--- config.mk ---
export PLATFORM = sky130hd
export DESIGN_NAME = int_to_float_pipe
export DESIGN_NICKNAME = d
export VERILOG_FILES = /design/src/rtl/int_to_float_pkg.sv /design/src/rtl/int_to_float_lod.sv /design/src/rtl/int_to_float_pipe.sv
export SDC_FILE = /design/constraint.sdc
export NUM_CORES = 1
export LEC_CHECK = 0
export CAP_MARGIN = 25
export CORE_MARGIN = 1
export CORE_UTILIZATION = 45
export CTS_CLUSTER_SIZE = 16
export DETAILED_ROUTE_END_ITERATION = 12
export HOLD_SLACK_MARGIN = 0.15
export MAX_ROUTING_LAYER = met4
export PLACE_DENSITY = 0.73
export SYNTH_ARGS = -nofsm -noshare
export SYNTH_HDL_FRONTEND = slang
export SYNTH_HIERARCHICAL = 1
export SYNTH_SLANG_ARGS = --single-unit
--- constraint.sdc ---
create_clock -name clk -period 7.13 [get_ports clk]
set_input_delay 0.713 -clock clk [delete_from_list [all_inputs] [get_ports clk]]
set_output_delay 0.713 -clock clk [all_outputs]
set_load 0.005 [all_outputs]
--- src/rtl/int_to_float_pkg.sv ---
// Shared FP32 field widths, exponent bias and packed result type for the
// integer-to-float pipeline.
package int_to_float_pkg;
  localparam int FP32_EXP_BIAS = 127;
  localparam int FP32_EXP_W    = 8;
  localparam int FP32_MANT_W   = 23;

  typedef struct packed {
    logic                   sign;
    logic [FP32_EXP_W-1:0]  exp;
    logic [FP32_MANT_W-1:0] mant;
  } fp32_t;
endpackage

--- src/rtl/int_to_float_lod.sv ---
// Leading-one detector: index of the most significant set bit, plus a flag
// for an all-zero operand (index is 0 in that case).
module int_to_float_lod #(
  parameter  int WIDTH = 8,
  localparam int IW    = $clog2(WIDTH)
) (
  input  logic [WIDTH-1:0] data,
  output logic [IW-1:0]    index,
  output logic             zero
);

  always_comb begin
    index = '0;
    for (int i = 0; i < WIDTH; i++) begin
      if (data[i]) index = IW'(i);
    end
    zero = ~|data;
  end

endmodule

--- src/rtl/int_to_float_pipe.sv ---
// Three-stage integer to IEEE-754 single-precision converter with
// valid/ready handshakes on both sides and round-to-nearest-even.
module int_to_float_pipe
  import int_to_float_pkg::*;
#(
  parameter int WIDTH  = 8,
  parameter int SIGNED = 0
) (
  input  logic             clk,
  input  logic             rst_n,
  input  logic             in_valid,
  output logic             in_ready,
  input  logic [WIDTH-1:0] in_data,
  output logic             out_valid,
  input  logic             out_ready,
  output logic [31:0]      out_data,
  output logic             out_inexact
);

  localparam int IW = $clog2(WIDTH);

  if (WIDTH < 2 || WIDTH > 32) begin : g_bad_width
    $error("int_to_float_pipe: WIDTH must be in 2..32");
  end

  logic             run;
  logic             s1_v, s2_v, s3_v;
  logic             adv1, adv2, adv3;
  logic             s1_sign, s2_sign, s2_zero;
  logic [WIDTH-1:0] s1_mag, s2_frac;
  logic [IW-1:0]    s2_exp;
  fp32_t            s3_data;
  logic             s3_inex;

  // Each stage moves when the next one is empty or itself moving.
  assign adv3     = s3_v & out_ready;
  assign adv2     = s2_v & (~s3_v | adv3);
  assign adv1     = s1_v & (~s2_v | adv2);
  assign in_ready = run & (~s1_v | adv1);

  // Negation is done one bit wider so the most negative input is exact.
  logic             in_sign;
  logic [WIDTH:0]   in_ext;
  logic [WIDTH-1:0] in_mag;
  assign in_sign = (SIGNED != 0) & in_data[WIDTH-1];
  assign in_ext  = {in_data[WIDTH-1], in_data};
  assign in_mag  = in_sign ? WIDTH'(-in_ext) : in_data;

  logic [IW-1:0]    lod_idx;
  logic             lod_zero;
  logic [WIDTH-1:0] frac_c;

  int_to_float_lod #(.WIDTH(WIDTH)) u_lod (
    .data  (s1_mag),
    .index (lod_idx),
    .zero  (lod_zero)
  );

  // Shift the leading one out the top; what remains is the fraction, MSB-aligned.
  assign frac_c = s1_mag << (WIDTH - int'(lod_idx));

  logic [FP32_MANT_W-1:0] mant_c;
  logic                   carry_c;
  logic                   inex_c;

  if (WIDTH > 24) begin : g_round
    logic [FP32_MANT_W-1:0] mant_t;
    logic                   guard, sticky, rnd;
    assign mant_t = s2_frac[WIDTH-1 -: FP32_MANT_W];
    assign guard  = s2_frac[WIDTH-24];
    assign sticky = |s2_frac[WIDTH-25:0];
    assign rnd    = guard & (sticky | mant_t[0]);
    assign {carry_c, mant_c} = {1'b0, mant_t} + 24'(rnd);
    assign inex_c = guard | sticky;
  end else begin : g_exact
    assign mant_c  = FP32_MANT_W'({s2_frac, 23'b0} >> WIDTH);
    assign carry_c = 1'b0;
    assign inex_c  = 1'b0;
  end

  fp32_t pack_c;
  always_comb begin
    pack_c = '0;
    if (!s2_zero) begin
      pack_c.sign = s2_sign;
      pack_c.exp  = FP32_EXP_W'(FP32_EXP_BIAS) + FP32_EXP_W'(s2_exp) + FP32_EXP_W'(carry_c);
      pack_c.mant = mant_c;
    end
  end

  always_ff @(posedge clk or negedge rst_n) begin
    if (!rst_n) begin
      run     <= 1'b0;
      s1_v    <= 1'b0;
      s2_v    <= 1'b0;
      s3_v    <= 1'b0;
      s1_sign <= 1'b0;
      s1_mag  <= '0;
      s2_sign <= 1'b0;
      s2_zero <= 1'b1;
      s2_exp  <= '0;
      s2_frac <= '0;
      s3_data <= '0;
      s3_inex <= 1'b0;
    end else begin
      run <= 1'b1;
      if (!s1_v || adv1) s1_v <= in_valid & run;
      if (!s2_v || adv2) s2_v <= s1_v;
      if (!s3_v || adv3) s3_v <= s2_v;
      if (in_valid && in_ready) begin
        s1_sign <= in_sign;
        s1_mag  <= in_mag;
      end
      if (adv1) begin
        s2_sign <= s1_sign;
        s2_zero <= lod_zero;
        s2_exp  <= lod_idx;
        s2_frac <= frac_c;
      end
      if (adv2) begin
        s3_data <= pack_c;
        s3_inex <= inex_c & ~s2_zero;
      end
    end
  end

  assign out_valid   = s3_v;
  assign out_data    = s3_data;
  assign out_inexact = s3_inex;

endmodule

==> results.ini <==
[floorplanning]
die_w_um = 68.60
die_y_um = 68.60
initial_core_util_pct = 48.49
num_io_pins = 47
num_rows = 23
die_area_um2 = 4705
core_um2 = 4115

[placement]
dp_slack_ns = 4.445
dp_hpwl_um = 2253
placed_area_um2 = 2238
routabilityCongestion = 0.8097
io_buffers = 29

[synthesis]
seq_area_frac_synth_pct = 47.71
synth_flop_cell = dfrtp_1
syn_inst = 196
synth_seq_cells = 38
ys_async_sr_fraction_pct = 100.0
avgSynthCellArea_um2 = 10.18
netlist_area_um2 = 1996
synth_edf_count = 0
synth.distinct_cells = 35
ys_warn_count = 6

[cells_and_area]
final_layout_size_suffix_gt1_share_pct = 12.44
nets = 239
final_area_um2 = 2381
fillers = 383
area_growth_pct = 19.31
num_antenna_cells = 0
fin_util_pct = 57.86

[timing]
rsz0062_at_grt = no
skew_ns = 0.006999
finalHoldViolations = 0
max_freq_mhz = 371.2
period_minus_slack_ns = 2.694
finalSetupTns_ns = 0
tightest_slew_ns = 0.7559
slew_viol_final = 0
max-slew-margin-rel_pct = 49.48
period_share_pct = 37.78
fin_ws_ns = 4.436
setup_violations = 0

[critical_path]
crit_fanout = 3
r2r_cells = 9
r2r-start = s1_mag[2]
path_class = input pin to primary output
cp.arrival_ns = 1.98
timing.rr.end = s2_frac[7]
worst_setup_path_start_kind = input pin
end_kind = primary output
worstPathRequired_ns = 6.42
r2r_setup_slack_ns = 4.51

[clock_tree]
htree_levels = 2
cts_root_buffer = clkbuf_8
clkTransAtPathRegs_ns = 0.07
post-cts-setup-buffer-count = 0
clk_latency_ns = 0.29
clock-sinks = 38
clk_path_buf_depth = 2
numCtsBuffers = 5
cts_resized = 0
postCtsHoldBufs = 0
tritoncts = yes

[min_path]
worstHoldEndpoint = out_data[16]
whs_path_depth = 2
hold_class = flop to flop
hp-start = out_data[16]

[global_routing]
grt-ovfl-total = 0
grt_max_degree = 39
grt_util_all_layers_pct = 16.32
first_global_vias = 1195
antenna_found_initial = 0
grt_pass1_wl_um = 5457

[route]
drtPass1Iterations = 4
wl_um = 3103
wl_per_cell_um = 11.28
first_iter_violations = 54
ant_nets = 0
vias = 1333
viasPerCell = 4.847
post-route-drc-count = 0

[job]
max_cap_violations = 0

[power_and_ir_drop]
p_sw_uw = 210.3
p_leak_nw = 1.083
switching_share_pct = 27.83
peakVddDrop_mv = 0.1723
p_seq_share_pct = 41.2
internal_power_uw = 545.4
pwr-share-clk_pct = 29.7
combinationalPowerShare_pct = 29.1
p_per_area_nw_per_um2 = 317.4

[status]
status = finished clean

==> sequential cells by signal (all words and copies together), names as in the netlist <==
signal,cells
out_data,14
s1_mag,8
s2_frac,8
s2_exp,3
out_valid,1
run,1
s1_v,1
s2_v,1
s2_zero,1
==> power groups by stage <==
stage | clock (mW) | combinational (mW) | sequential [mW]
6_report | 0.225 | 0.220 | 0.311
3_3_place_gp | 0 | 0.218 | 0.314
5_1_grt | 0.240 | 0.253 | 0.320
3_5_place_dp | 0 | 0.223 | 0.316
2_1_floorplan | 0 | 0.144 | 0.311
4_1_cts | 0.230 | 0.224 | 0.312
==> critical path: stages <==
cell and delay (ns):
clkdlybuf4s50_1 0.43, nand4b_1 0.22, and2_1 0.19, clkdlybuf4s50_1 0.44
==> how the worst max path moves through the flow <==
stage / start / endpoint / slack [ns] / depth (start not counted)
2_1_floorplan: s1_mag[2] / s2_frac[7] / 4.86 / 10
3_3_place_gp: out_ready / in_ready / 4.43 / 4
3_5_place_dp: out_ready / in_ready / 4.45 / 4
4_1_cts: out_ready / in_ready / 4.42 / 4
5_1_grt: s1_mag[2] / s2_frac[7] / 4.23 / 9
6_report: out_ready / in_ready / 4.44 / 4
==> synthesized netlist by cell type (all sizes together), types with 2 or more instances <==
library cell	instances	area share, %
buf	22	8.5
a21oi	3	0.75
nand3b	2	0.75
dfrtp	37	46
nand2b	12	3.8
ha	3	1.9
conb	2	0.38
nor2	8	1.6
o31ai	6	2.3
nand2	33	6.3
mux4	2	2.3
clkbuf	4	0.75
inv	7	1.3
mux2	10	5.6
nor3	2	0.50
o21ai	22	5.7
mux2i	9	4.5
==> layer usage <==
layer	part of all wire [%]	global-route usage [%]
met3	4.3	4.441
met2	46	25.00
met4	1.1	6.250
met5	0	-
met1	49	20.52
==> cell families (layout without fill, tap and decap cells) <==
group | Yosys count | in the layout | synth area share (%)
AND/OR/NAND/NOR | 64 | 64 | 15.74
other | 2 | 18 | 0.3763
buffers and inverters | 33 | 46 | 10.60
AO/OA/AOI/OAI | 34 | 34 | 9.906
adder cells (fa/ha/maj) | 3 | 3 | 1.881
XOR/XNOR | 1 | 1 | 1.379
flip-flops | 38 | 38 | 47.71
multiplexers | 21 | 21 | 12.41
==> cells in the final DEF (no fill, tap or decap), types with 2 or more instances in the layout <==
cell type and instances:
conb_1 18, o21ai_0 21, inv_1 7, dfrtp_1 37
o31ai_1 6, mux4_2 2, nor3_1 2, mux2_2 9
nand2_1 32, nand3b_1 2, a21oi_1 3, nor2_1 7
bufinv_16 2, clkdlybuf4s50_1 29, buf_4 2, ha_1 3
mux2i_1 9, nand2b_1 12, clkbuf_8 6
==> metrics by stage <==
stage | cells | power, mW | hold slack [ns]
final | 275 | 0.7557 | 0.4771
after global routing | 275 | 0.8131 | 0.5035
after CTS | 275 | 0.7652 | 0.4876
after detailed placement | 267 | 0.5387 | 0.4697
after global placement | 267 | 0.5318 | 0.4595
after floorplan | 212 | 0.4545 | 0.4174
==> cell type report <==
type | count | area (um2) | share of cell area, %
Clock buffer | 6 | 82.58 | 3.468
Inverter | 7 | 26.28 | 1.104
Clock inverter | 2 | 60.06 | 2.522
Tap cell | 50 | 62.56 | 2.627
Sequential cell | 38 | 952.2 | 39.99
Multi-Input combinational cell | 141 | 892.1 | 37.47
Timing Repair Buffer | 31 | 305.3 | 12.82
Power figures use the tool's default switching activity.
